===== config.mk =====
export PLATFORM = sky130hd
export DESIGN_NAME = multi_alarm_clock
export DESIGN_NICKNAME = d
export VERILOG_FILES = /design/src/rtl/clock_pkg.sv /design/src/rtl/hms_counter.sv /design/src/rtl/multi_alarm_clock.sv
export SDC_FILE = /design/constraint.sdc
export NUM_CORES = 1
export LEC_CHECK = 0
export ABC_CLOCK_PERIOD_IN_PS = 4600
export BUFFER_PORTS_ARGS = -buffer_cell sky130_fd_sc_hd__buf_2
export CORE_ASPECT_RATIO = 1.1
export CORE_MARGIN = 4
export CORE_UTILIZATION = 40
export DETAILED_ROUTE_END_ITERATION = 8
export HOLD_SLACK_MARGIN = 0.1
export PLACE_DENSITY = 0.65
export SLEW_MARGIN = 20
export SYNTH_ARGS = -nofsm -noshare
export SYNTH_HDL_FRONTEND = slang
export SYNTH_SLANG_ARGS = --single-unit

===== constraint.sdc =====
create_clock -name clk -period 4.6 [get_ports clk]
set_input_delay 0.46 -clock clk [delete_from_list [all_inputs] [get_ports clk]]
set_output_delay 0.46 -clock clk [all_outputs]
set_load 0.1 [all_outputs]

===== src/rtl/clock_pkg.sv =====
// Shared types and constants for the multi-alarm clock: field widths,
// time-field limits, the ring FSM state enum and an hh:mm range check.
package clock_pkg;

    localparam int HW = 5;
    localparam int MW = 6;

    localparam logic [HW-1:0] HOUR_MAX = 5'd23;
    localparam logic [MW-1:0] MIN_MAX  = 6'd59;
    localparam logic [MW-1:0] SEC_MAX  = 6'd59;

    typedef enum logic [1:0] {
        ST_IDLE    = 2'd0,
        ST_RING    = 2'd1,
        ST_SNOOZED = 2'd2
    } state_t;

    function automatic logic hm_valid(input logic [HW-1:0] h, input logic [MW-1:0] m);
        return (h <= HOUR_MAX) && (m <= MIN_MAX);
    endfunction

endpackage


===== src/rtl/hms_counter.sv =====
// Prescaler plus 24-hour hh:mm:ss counter with a validated load port.
// Exposes the advance strobe and the post-advance time so the owner can match alarms.
module hms_counter
    import clock_pkg::*;
#(
    parameter int CLK_PER_SEC = 50_000_000
)(
    input  logic          clk,
    input  logic          rst,
    input  logic          i_load_en,
    input  logic [HW-1:0] i_load_h,
    input  logic [MW-1:0] i_load_m,
    output logic [HW-1:0] o_hh,
    output logic [MW-1:0] o_mm,
    output logic [MW-1:0] o_ss,
    output logic          o_tick,
    output logic          o_adv,
    output logic [HW-1:0] o_nxt_h,
    output logic [MW-1:0] o_nxt_m,
    output logic [MW-1:0] o_nxt_s
);

    localparam int            PW       = (CLK_PER_SEC > 1) ? $clog2(CLK_PER_SEC) : 1;
    localparam logic [PW-1:0] PRE_LAST = PW'(CLK_PER_SEC - 1);

    logic [PW-1:0] r_pre;
    logic [HW-1:0] r_hh;
    logic [MW-1:0] r_mm;
    logic [MW-1:0] r_ss;
    logic          r_tick;

    logic w_load;
    logic w_term;
    logic w_carry_m;
    logic w_carry_h;

    assign w_load    = i_load_en && hm_valid(i_load_h, i_load_m);
    assign w_term    = (r_pre == PRE_LAST);
    assign w_carry_m = (r_ss == SEC_MAX);
    assign w_carry_h = w_carry_m && (r_mm == MIN_MAX);

    // A valid load owns the cycle: the advance that would have happened is dropped.
    assign o_adv = w_term && !w_load;

    assign o_nxt_s = w_carry_m ? '0 : r_ss + 1'b1;
    assign o_nxt_m = !w_carry_m ? r_mm : ((r_mm == MIN_MAX) ? '0 : r_mm + 1'b1);
    assign o_nxt_h = !w_carry_h ? r_hh : ((r_hh == HOUR_MAX) ? '0 : r_hh + 1'b1);

    // NOTE: state registers use non-blocking assignments so every flop samples
    // the pre-edge values, independent of statement order.
    always_ff @(posedge clk) begin
        if (rst) begin
            r_pre  <= '0;
            r_hh   <= '0;
            r_mm   <= '0;
            r_ss   <= '0;
            r_tick <= 1'b0;
        end else if (w_load) begin
            r_pre  <= '0;
            r_hh   <= i_load_h;
            r_mm   <= i_load_m;
            r_ss   <= '0;
            r_tick <= 1'b0;
        end else begin
            r_tick <= w_term;
            if (w_term) begin
                r_pre <= '0;
                r_hh  <= o_nxt_h;
                r_mm  <= o_nxt_m;
                r_ss  <= o_nxt_s;
            end else begin
                r_pre <= r_pre + 1'b1;
            end
        end
    end

    assign o_hh   = r_hh;
    assign o_mm   = r_mm;
    assign o_ss   = r_ss;
    assign o_tick = r_tick;

endmodule


===== src/rtl/multi_alarm_clock.sv =====
// 24-hour clock with NUM_ALARMS programmable slots and one ring FSM.
// Optional snooze support is compiled in with `define MULTI_ALARM_SNOOZE_EN.
module multi_alarm_clock
    import clock_pkg::*;
#(
    parameter  int CLK_PER_SEC = 50_000_000,
    parameter  int NUM_ALARMS  = 4,
    parameter  int RING_SECS   = 10,
    parameter  int SNOOZE_MIN  = 5,
    localparam int AW          = (NUM_ALARMS > 1) ? $clog2(NUM_ALARMS) : 1
)(
    input  logic                  clk,
    input  logic                  rst,
    input  logic                  set_en,
    input  logic [4:0]            set_h,
    input  logic [5:0]            set_m,
    input  logic                  alarm_wr,
    input  logic [AW-1:0]         alarm_idx,
    input  logic [4:0]            alarm_h,
    input  logic [5:0]            alarm_m,
    input  logic                  alarm_on,
    input  logic                  snooze,
    input  logic                  dismiss,
    output logic [4:0]            hh,
    output logic [5:0]            mm,
    output logic [5:0]            ss,
    output logic                  tick,
    output logic                  ringing,
    output logic [AW-1:0]         ring_idx,
    output logic [NUM_ALARMS-1:0] alarm_mask
);

    localparam int RCW = $clog2(RING_SECS + 1);

    logic          w_adv;
    logic [HW-1:0] w_nxt_h;
    logic [MW-1:0] w_nxt_m;
    logic [MW-1:0] w_nxt_s;

    hms_counter #(
        .CLK_PER_SEC (CLK_PER_SEC)
    ) u_hms (
        .clk       (clk),
        .rst       (rst),
        .i_load_en (set_en),
        .i_load_h  (set_h),
        .i_load_m  (set_m),
        .o_hh      (hh),
        .o_mm      (mm),
        .o_ss      (ss),
        .o_tick    (tick),
        .o_adv     (w_adv),
        .o_nxt_h   (w_nxt_h),
        .o_nxt_m   (w_nxt_m),
        .o_nxt_s   (w_nxt_s)
    );

    // ---------------- alarm slots ----------------
    logic [HW-1:0]         r_alarm_h [NUM_ALARMS];
    logic [MW-1:0]         r_alarm_m [NUM_ALARMS];
    logic [NUM_ALARMS-1:0] r_alarm_on;
    logic                  w_wr_ok;

    assign w_wr_ok = alarm_wr && (int'(alarm_idx) < NUM_ALARMS) && hm_valid(alarm_h, alarm_m);

    // NOTE: the slot array is reset explicitly because a cleared slot must read
    // as disabled 00:00; this keeps it in flops rather than a RAM macro.
    always_ff @(posedge clk) begin
        if (rst) begin
            for (int i = 0; i < NUM_ALARMS; i++) begin
                r_alarm_h[i] <= '0;
                r_alarm_m[i] <= '0;
            end
            r_alarm_on <= '0;
        end else if (w_wr_ok) begin
            for (int i = 0; i < NUM_ALARMS; i++) begin
                if (alarm_idx == AW'(i)) begin
                    r_alarm_h[i]  <= alarm_h;
                    r_alarm_m[i]  <= alarm_m;
                    r_alarm_on[i] <= alarm_on;
                end
            end
        end
    end

    assign alarm_mask = r_alarm_on;

    // ---------------- match, lowest index wins ----------------
    logic          w_hit;
    logic [AW-1:0] w_hit_idx;

    always_comb begin
        w_hit     = 1'b0;
        w_hit_idx = '0;
        if (w_adv && (w_nxt_s == '0)) begin
            for (int i = NUM_ALARMS - 1; i >= 0; i--) begin
                if (r_alarm_on[i] && (r_alarm_h[i] == w_nxt_h) && (r_alarm_m[i] == w_nxt_m)) begin
                    w_hit     = 1'b1;
                    w_hit_idx = AW'(i);
                end
            end
        end
    end

    // ---------------- ring FSM ----------------
    state_t        r_state;
    state_t        w_state_nxt;
    logic [RCW-1:0] r_ring_cnt;
    logic [RCW-1:0] w_ring_cnt_nxt;
    logic [AW-1:0] r_ring_idx;
    logic [AW-1:0] w_ring_idx_nxt;
    logic          r_ringing;

`ifdef MULTI_ALARM_SNOOZE_EN
    localparam int SNZ_TICKS = SNOOZE_MIN * 60;
    localparam int SCW       = $clog2(SNZ_TICKS + 1);

    logic [SCW-1:0] r_snz_cnt;
    logic [SCW-1:0] w_snz_cnt_nxt;
`else
    logic w_unused_snooze;
    assign w_unused_snooze = snooze;
`endif

    // NOTE: every signal driven here gets a default first, so no path leaves
    // it unassigned and no latch is inferred.
    always_comb begin
        w_state_nxt    = r_state;
        w_ring_cnt_nxt = r_ring_cnt;
        w_ring_idx_nxt = r_ring_idx;
`ifdef MULTI_ALARM_SNOOZE_EN
        w_snz_cnt_nxt  = r_snz_cnt;
`endif
        case (r_state)
            ST_IDLE: begin
                if (w_hit) begin
                    w_state_nxt    = ST_RING;
                    w_ring_idx_nxt = w_hit_idx;
                    w_ring_cnt_nxt = RCW'(RING_SECS);
                end
            end
            ST_RING: begin
                if (dismiss) begin
                    w_state_nxt = ST_IDLE;
`ifdef MULTI_ALARM_SNOOZE_EN
                end else if (snooze) begin
                    w_state_nxt   = ST_SNOOZED;
                    w_snz_cnt_nxt = SCW'(SNZ_TICKS);
`endif
                end else if (w_adv) begin
                    // The advance that takes the count to zero ends the ring.
                    if (r_ring_cnt <= RCW'(1)) begin
                        w_state_nxt    = ST_IDLE;
                        w_ring_cnt_nxt = '0;
                    end else begin
                        w_ring_cnt_nxt = r_ring_cnt - 1'b1;
                    end
                end
            end
`ifdef MULTI_ALARM_SNOOZE_EN
            ST_SNOOZED: begin
                if (dismiss) begin
                    w_state_nxt = ST_IDLE;
                end else if (w_adv) begin
                    if (r_snz_cnt <= SCW'(1)) begin
                        w_state_nxt    = ST_RING;
                        w_snz_cnt_nxt  = '0;
                        w_ring_cnt_nxt = RCW'(RING_SECS);
                    end else begin
                        w_snz_cnt_nxt = r_snz_cnt - 1'b1;
                    end
                end
            end
`endif
            default: w_state_nxt = ST_IDLE;
        endcase
    end

    always_ff @(posedge clk) begin
        if (rst) begin
            r_state    <= ST_IDLE;
            r_ring_cnt <= '0;
            r_ring_idx <= '0;
            r_ringing  <= 1'b0;
`ifdef MULTI_ALARM_SNOOZE_EN
            r_snz_cnt  <= '0;
`endif
        end else begin
            r_state    <= w_state_nxt;
            r_ring_cnt <= w_ring_cnt_nxt;
            r_ring_idx <= w_ring_idx_nxt;
            r_ringing  <= (w_state_nxt == ST_RING);
`ifdef MULTI_ALARM_SNOOZE_EN
            r_snz_cnt  <= w_snz_cnt_nxt;
`endif
        end
    end

    assign ringing  = r_ringing;
    assign ring_idx = r_ring_idx;

endmodule


==> results of run 1 <==
cells by family after synthesis:
logic type      share of synthesized area
simple gates                        0.281
compound gates                      0.146
flops                               0.418
xor+xnor                           0.0862
buf+inv                            0.0384
mux                                0.0176
fa+ha+maj                          0.0127
other cells                      0.000636
cell usage in the layout, fill, tap and decap left out, drive strengths merged, types with 4 or more instances in the layout:
| cell | netlist | layout |
|---|---|---|
| a2111oi | 4 | 4 |
| a211o | 4 | 4 |
| a211oi | 7 | 7 |
| a21boi | 4 | 4 |
| a21oi | 17 | 17 |
| and2 | 49 | 49 |
| and3 | 13 | 13 |
| and4 | 4 | 4 |
| buf | 12 | 63 |
| clkbuf | 23 | 9 |
| dfxtp | 57 | 57 |
| edfxtp | 44 | 44 |
| ha | 6 | 6 |
| inv | 16 | 18 |
| mux2i | 7 | 7 |
| nand2 | 44 | 44 |
| nand2b | 12 | 12 |
| nand3 | 30 | 30 |
| nand4 | 14 | 14 |
| nand4b | 4 | 4 |
| nor2 | 55 | 55 |
| nor2b | 8 | 8 |
| nor3 | 20 | 20 |
| nor4 | 13 | 13 |
| o2111ai | 5 | 5 |
| o21ai | 32 | 32 |
| o31ai | 4 | 4 |
| or3 | 12 | 12 |
| or4 | 6 | 6 |
| xnor2 | 31 | 31 |
| xor2 | 27 | 27 |
routing by layer:
metal | global-route usage | vias to the layer above | routed length, µm
met2 | 0.301 | 134 | 7190
li1 | - | 2398 | -
met5 | 0 | - | 0
met1 | 0.254 | 2318 | 7180
met3 | 0.0384 | 20 | 752
met4 | 0.0535 | 0 | 252
sequential cells by signal, summed over array words and instances (netlist names):
register / count
u_hms.o_tick: 1
u_hms.o_hh: 5
u_hms.r_pre: 26
r_state: 2
alarm_mask: 4
ringing: 1
r_alarm_h: 20
ring_idx: 2
u_hms.o_ss: 6
u_hms.o_mm: 6
r_alarm_m: 24
r_ring_cnt: 4
worst register-to-register path, stage by stage (launching register included):
cell,delay [ns]
dfxtp_1,0.71
nand4b_4,0.32
nor4_2,0.52
mux2i_1,0.47
xnor2_1,0.10
a2111oi_0,0.80
and3_1,0.36
o41ai_4,0.16
o2bb2ai_1,0.17
a21oi_1,0.14
cell type report:
type                            instances  area [µm²]  area share
Clock buffer                            9         225      0.0342
Clock inverter                          7        48.8     0.00740
Inverter                               16        60.1     0.00911
Multi-Input combinational cell        485        3220       0.488
Sequential cell                       101        2460       0.373
Tap cell                              192         240      0.0364
Timing Repair Buffer                   63         338      0.0512
worst max-delay path by stage:
stage             startpoint             to  cells past startpoint
5_1_grt        u_hms.o_ss[0]  r_ring_cnt[3]                     10
3_3_place_gp   u_hms.o_mm[3]  r_ring_cnt[1]                      9
3_5_place_dp   u_hms.o_mm[3]  r_ring_cnt[1]                      9
2_1_floorplan  u_hms.o_mm[1]  r_ring_cnt[1]                     11
6_report       u_hms.o_mm[3]  r_ring_cnt[1]                      9
4_1_cts        u_hms.o_mm[3]  r_ring_cnt[1]                      9
per-stage QoR:
stage          cell area, µm²  total power, W  hold slack (ns)  utilization
2_1_floorplan            5890         0.00122            0.426            -
3_3_place_gp             6300         0.00130            0.439        0.436
3_5_place_dp             6310         0.00131            0.451        0.437
4_1_cts                  6580         0.00201            0.356        0.456
5_1_grt                  6590         0.00208            0.387        0.456
6_report                 6590         0.00201            0.358        0.456
report_power, final:
part	internal [W]	switching [W]
Combinational	0.0000871	0.000176
Clock	0.000368	0.000349
Sequential	0.000976	0.0000511
Total	0.00143	0.000576
==> results_dict.tcl, run 1 <==
set metrics [dict create \
    ys_top_cells_by_area "edfxtp_1 (22%), dfxtp_1 (19%), and2_1 (5.2%)" \
    async_reset_ff_frac 0 \
    coreArea_um2 14400 \
    place_inst 857 \
    grt_pass1_vias 4698 \
    dieArea_um2 16700 \
    whs_endpoint "alarm_mask[0]" \
    rows 46 \
    synth_edf_count 44 \
    die_w_um 124 \
    synth_nets 674 \
    netlist_area_um2 5890 \
    tightest_slew_ns 0.920 \
    gp_congestion 0.947 \
    worst-path-max-fanout 17 \
    drt_wl_total_mm 15.4 \
    cts_buffers 9 \
    antenna_found_initial 0 \
    dp_slack_ns 0.876 \
    critPathArrivalTime_ns 4.10 \
    grt_max_degree 30 \
    r2r_end "r_ring_cnt[1]" \
    leakage_nw 2.34 \
    cts_buffer_depth 2 \
    final_max_slew_viol_count 0 \
    worstSetupEndpointType "flip-flop" \
    synth_most_common_cell "dfxtp_1" \
    slowest_stage "a2111oi_0" \
    path_buf_inv 0 \
    synth-seq-cells 101 \
    critical-path-top-delay-family "compound AO/OA/AOI/OAI gates" \
    rr_startpoint "u_hms.o_mm[3]" \
    min_from "alarm_on" \
    detail-route-antenna-nets 0 \
    first_iter_violations 338 \
    postCtsSetupRepairBufs 0 \
    synth_cell_type_count 73 \
    min_period_over_period 0.830 \
    path_cells "nand4b_4, nor4_2, mux2i_1, xnor2_1, a2111oi_0, and3_1, o41ai_4, o2bb2ai_1, a21oi_1" \
    status "finished, final reports clean" \
    overflow 0 \
    ys.flop_type "dfxtp_1" \
    vias 4870 \
    drive_above_1_share 0.144 \
    io_buffers 54 \
    ys_seq_area_frac 0.418 \
    hpwl_mm 11.6 \
    drt_first_pass_iters 5 \
    power.density_nw_per_um2 304 \
    fp.dieH_um 135 \
    start_util 0.408 \
    setup_ws_ns 0.780 \
    yosys.area.top_type "edfxtp_1" \
    relSlewSlack 0.371 \
    fin_cells 873 \
    grt_pass1_wl_mm 24.3 \
    hold_path_depth 3 \
    fin_skew_ns 0.0105 \
    fin_tns_setup_ns 0 \
    rsz0062_at_grt "no" \
    h-tree-depth 3 \
    clkTransAtPathRegs_ns 0.07 \
    antenna_cells 0 \
    critPathRequiredTime_ns 4.88 \
    rr_worst_depth 9 \
    track_usage 0.187 \
    clock_sinks 101 \
    syn_inst 637 \
    wl_per_cell_um 17.6 \
    routed_via_density 5.58 \
    syn_avg_cell_area_um2 9.25 \
    yosys-top-cells-count "dfxtp_1 (57), nor2_1 (55), and2_1 (49), edfxtp_1 (44), nand2_1 (44)" \
    vdd_drop_max_v 0.000169 \
    r2r_slack_ns 0.78 \
    period_needed_ns 3.82 \
    cts_root_buf "clkbuf_16" \
    ios 56 \
    ctsResizeCount 0 \
    fmax_mhz 262 \
    clk-insertion-delay-late_ns 0.36 \
    cap_violations 0 \
    num-nets-final 713 \
    syn2layout_area_growth_pct 11.9 \
    synth_top_area_frac 0.224 \
    holdBufCountCts 0 \
    cts_tree "done" \
    cp-start-kind "flip-flop" \
    fillers 1400 \
    crit_type "reg -> reg" \
    drc 0 \
    yosys_warnings 0 \
    finalSetupViolations 0 \
    min_path_type "in -> reg" \
    finalHoldViolations 0 \
    cpPeakStageDelay_ns 0.80 \
]
Note: power is estimated with default switching activity, not from simulation.
==> run 2: changes to the inputs <==
Settings changed: ABC_CLOCK_PERIOD_IN_PS 4600 to 3940.
Clock period 4.6 ns to 3.94 ns, I/O delays scaled along.
==> results_dict.tcl, run 2 (same netlist as run 1, synthesis figures left out) <==
set metrics [dict create \
    status "finished, final reports clean" \
    largest_reg_flops 26 \
    worst-path-max-fanout 9 \
    grt_pass1_vias 4828 \
    fin_skew_ns 0.00784 \
    cap_violations 0 \
    cp-start-kind "flip-flop" \
    holdBufCountCts 0 \
    fin_tns_setup_ns 0 \
    grt_pass1_wl_mm 25.0 \
    fin_cells 885 \
    critPathArrivalTime_ns 3.88 \
    track_usage 0.191 \
    vdd_drop_max_v 0.000249 \
    finalSetupViolations 0 \
    drt_first_pass_iters 4 \
    finalHoldViolations 0 \
    first_iter_violations 384 \
    crit_type "reg -> reg" \
    io_buffers 54 \
    clkTransAtPathRegs_ns 0.07 \
    grt_max_degree 30 \
    routed_via_density 5.59 \
    rows 46 \
    ctsResizeCount 0 \
    slowest_stage "a2111oi_0" \
    power.density_nw_per_um2 366 \
    drt_wl_total_mm 15.4 \
    detail-route-antenna-nets 0 \
    place_inst 869 \
    vias 4946 \
    num-nets-final 725 \
    antenna_cells 0 \
    final_common_cell "dfxtp_1" \
    die_w_um 124 \
    fillers 1379 \
    drive_above_1_share 0.156 \
    clk-insertion-delay-late_ns 0.35 \
    h-tree-depth 3 \
    clock_sinks 101 \
    min_from "set_m[4]" \
    final_cell_mix "dfxtp_1 (57), nor2_1 (55), buf_2 (54)" \
    leakage_nw 2.42 \
    min_period_over_period 0.915 \
    postCtsSetupRepairBufs 0 \
    crit_path_start "u_hms.o_ss[0]" \
    rsz0062_at_grt "no" \
    wl_per_cell_um 17.4 \
    cts_tree "done" \
    drc 0 \
    overflow 0 \
    cpPeakStageDelay_ns 0.63 \
    final_max_slew_viol_count 0 \
    cts_buffer_depth 2 \
    finalPower_w 0.00246 \
    dieArea_um2 16700 \
    top_regs "u_hms.r_pre x26, r_alarm_m x24, r_alarm_h x20" \
    cts_buffers 9 \
    hpwl_mm 11.8 \
    start_util 0.408 \
    path_cells "ha_1, nand3_4, nor4_2, mux2i_1, xnor2_1, a2111oi_0, buf_4, and3_1, o41ai_4, o2bb2ai_1, a21oi_1" \
    cts_root_buf "clkbuf_16" \
    dp_slack_ns 0.368 \
    min_path_type "in -> reg" \
    worstSetupEndpointType "flip-flop" \
    syn2layout_area_growth_pct 14.1 \
    relSlewSlack 0.518 \
    setup_ws_ns 0.333 \
    ios 56 \
    utilization 0.465 \
    gp_congestion 0.903 \
    antenna_found_initial 0 \
    regMostFlops "u_hms.r_pre" \
    period_needed_ns 3.61 \
    fp.dieH_um 135 \
    critPathRequiredTime_ns 4.21 \
    fmax_mhz 277 \
    rr_startpoint "u_hms.o_ss[0]" \
    tightest_slew_ns 0.704 \
    coreArea_um2 14400 \
]
[run 2: cell types whose count changed in the layout (fill, tap and decap cells not counted), sizes merged]
| cell | before | now |
|---|---|---|
| bufinv | 0 | 2 |
| buf | 63 | 75 |
| clkinv | 2 | 1 |
| clkbuf | 9 | 11 |
| clkinvlp | 3 | 0 |
[run 2: layout make-up]
class,instances,area (µm²),share of cell area
timing repair buffer,75,428,0.0636
clock buffer,11,233,0.0346
inverter,16,60.1,0.00893
sequential,101,2460,0.366
clock inverter,5,81.3,0.0121
multi-input combinational,485,3220,0.479
tap,192,240,0.0357
[run 2: metrics by stage]
stage | hold WS [ns] | area, µm²
CTS | 0.284 | 6710
floorplan | 0.426 | 5890
global route | 0.296 | 6720
finish | 0.306 | 6720
global placement | 0.441 | 6390
detailed placement | 0.465 | 6390
[run 2: worst paths after layout]
path | end | slack (ns) | cells after the start
worst min register to register | ring_idx[0] | 0.48 | 2
worst max-delay path | r_ring_cnt[1] | 0.33 | 11
worst max register to register | r_ring_cnt[1] | 0.33 | 11
worst min-delay path | u_hms.o_mm[4] | 0.31 | 3
[run 2: power by group]
part	switching, W	internal (W)
clock network	0.000388	0.000560
registers	0.0000557	0.00114
logic	0.000212	0.000109
total	0.000656	0.00181
[run 2: critical path, delay by kind of cell, from the launching register on]
family | cells | cell delay [ns]
buf+inv | 1 | 0.22
fa+ha+maj | 1 | 0.43
compound gates | 4 | 1.10
xor+xnor | 1 | 0.11
mux | 1 | 0.34
flops | 1 | 0.41
simple gates | 3 | 0.90
[run 2: metal layers]
metal / part of all wire / wire [µm] / GRT usage
met3: 0.050 / 772 / 0.0363
met5: 0 / 0 / 0
met4: 0.013 / 203 / 0.0585
met1: 0.45 / 6930 / 0.259
met2: 0.49 / 7490 / 0.310
==> run 3: changes to the inputs <==
Settings changed: CELL_PAD_IN_SITES_DETAIL_PLACEMENT set to 2, CELL_PAD_IN_SITES_GLOBAL_PLACEMENT set to 2, CORE_UTILIZATION 40 to 39, CTS_BUF_LIST set to sky130_fd_sc_hd__clkbuf_4 sky130_fd_sc_hd__clkbuf_8, PLACE_DENSITY 0.65 to 0.9.
==> results_dict.tcl, run 3 (same netlist as run 1, synthesis figures left out) <==
set metrics [dict create \
    die_w_um 125 \
    gp_congestion 0.900 \
    worstSetupEndpointType "flip-flop" \
    holdBufCountCts 0 \
    cp-start-kind "flip-flop" \
    final_max_slew_viol_count 0 \
    detail-route-antenna-nets 0 \
    wl_met2_mm 9.88 \
    path_cells "ha_1, nand3_4, nor4_2, mux2i_1, xnor2_1, a2111oi_0, buf_4, and3_1, o41ai_4, o2bb2ai_1, a21oi_1" \
    cap_violations 0 \
    worst-path-max-fanout 9 \
    critPathRequiredTime_ns 4.20 \
    drc 0 \
    antenna_cells 0 \
    min_path_type "in -> reg" \
    finalHoldViolations 0 \
    first_iter_violations 281 \
    ios 56 \
    leakage_nw 2.35 \
    switching_share 0.309 \
    wl_met1_mm 8.53 \
    cts_buffers 9 \
    comb_power_share 0.158 \
    cts_tree "done" \
    largest_reg_flops 26 \
    status "finished, final reports clean" \
    syn2layout_area_growth_pct 11.7 \
    wl_met3_um 719 \
    top_regs "u_hms.r_pre x26, r_alarm_m x24, r_alarm_h x20" \
    coreArea_um2 14600 \
    clkTransAtPathRegs_ns 0.10 \
    whs_ns 0.265 \
    power.density_nw_per_um2 325 \
    grt_pass1_vias 5606 \
    min_period_over_period 0.931 \
    routed_via_density 5.80 \
    track_usage 0.235 \
    clk-insertion-delay-late_ns 0.39 \
    cpPeakStageDelay_ns 0.57 \
    antenna_found_initial 0 \
    overflow 0 \
    regMostFlops "u_hms.r_pre" \
    crit_type "reg -> reg" \
    cts_root_buf "clkbuf_8" \
    period_needed_ns 3.67 \
    postCtsSetupRepairBufs 0 \
    fp.dieH_um 137 \
    drive_above_1_share 0.159 \
    drt_first_pass_iters 5 \
    relSlewSlack 0.367 \
    grt_max_degree 30 \
    power_frac_seq 0.559 \
    fin_skew_ns 0.0157 \
    fmax_mhz 273 \
    num-nets-final 723 \
    cts_buffer_depth 2 \
    final_cell_mix "dfxtp_1 (57), nor2_1 (55), buf_2 (54)" \
    fin_tns_setup_ns 0 \
    vias 5119 \
    hpwl_mm 15.2 \
    p_switching_w 0.000661 \
    wl_per_cell_um 22.2 \
    rows 46 \
    maxUsedRoutingLayer "met4" \
    ctsResizeCount 0 \
    critPathArrivalTime_ns 3.92 \
    final_common_cell "dfxtp_1" \
    slowest_stage "o41ai_4" \
    grt_pass1_wl_mm 31.4 \
    rsz0062_at_grt "no" \
    h-tree-depth 3 \
    clock_sinks 101 \
    vdd_drop_max_v 0.000184 \
    dieArea_um2 17100 \
    pwr-share-clk 0.283 \
    tightest_slew_ns 0.942 \
    drt_wl_total_mm 19.6 \
    finalSetupViolations 0 \
    start_util 0.403 \
    io_buffers 54 \
    p_int_w 0.00148 \
]
[run 3: cell types whose count changed in the layout (fill, tap and decap cells not counted)]
cell and delta:
a2111oi_2 +1, nor4_4 +1, clkinvlp_4 +2, clkbuf_8 +9, a2111oi_1 -1, clkbuf_4 +1
clkbuf_16 -9, inv_6 -1, nor4_1 -1, clkbuf_1 -2, bufinv_16 -2, clkinvlp_2 +2
buf_4 -2
[run 3: cell type report]
type / count / area (µm²)
fill: 1613 / 8040
multi-input combinational: 485 / 3240
sequential: 101 / 2460
timing repair buffer: 73 / 413
tap: 192 / 240
clock buffer: 10 / 131
inverter: 16 / 60.1
clock inverter: 6 / 37.5
[run 3: power by group through the flow]
stage	Clock [W]	Combinational (W)	Sequential (W)
after detailed placement	0	0.000335	0.00122
after global routing	0.000671	0.000364	0.00120
final	0.000606	0.000338	0.00120
after CTS	0.000628	0.000337	0.00120
after floorplan	0	0.000168	0.00126
after global placement	0	0.000318	0.00121
[run 3: through the flow]
| stage | area [µm²] | worst slack [ns] | instances | util | total power, W |
|---|---|---|---|---|---|
| floorplan | 5890 | 0.211 | 637 | - | 0.00143 |
| global placement | 6390 | 0.474 | 867 | 0.437 | 0.00153 |
| detailed placement | 6400 | 0.221 | 867 | 0.438 | 0.00156 |
| CTS | 6570 | 0.206 | 883 | 0.449 | 0.00216 |
| global route | 6580 | 0.00654 | 883 | 0.450 | 0.00224 |
| finish | 6580 | 0.273 | 883 | 0.450 | 0.00214 |
[run 3: worst max-delay path: cells and delay by family, from the launching register on]
family          cells  cell delay (ns)
xor+xnor            1             0.18
simple gates        3             0.98
fa+ha+maj           1             0.44
flops               1             0.42
buf+inv             1             0.19
compound gates      4             0.93
mux                 1             0.37
[run 3: path summary, 6_finish.rpt]
kind / start / depth (start not counted) / end / slack [ns]
worst min-delay path: set_m[4] / 3 / u_hms.o_mm[4] / 0.27
worst max-delay path: u_hms.o_ss[0] / 11 / r_ring_cnt[1] / 0.27
worst max register to register: u_hms.o_ss[0] / 11 / r_ring_cnt[1] / 0.27
worst min register to register: ring_idx[0] / 2 / ring_idx[0] / 0.47
[run 3: metal layers]
layer,track usage,up-vias
met2,0.418,121
met3,0.0422,38
met1,0.288,2543
met5,0,-
met4,0.0807,0
li1,-,2417
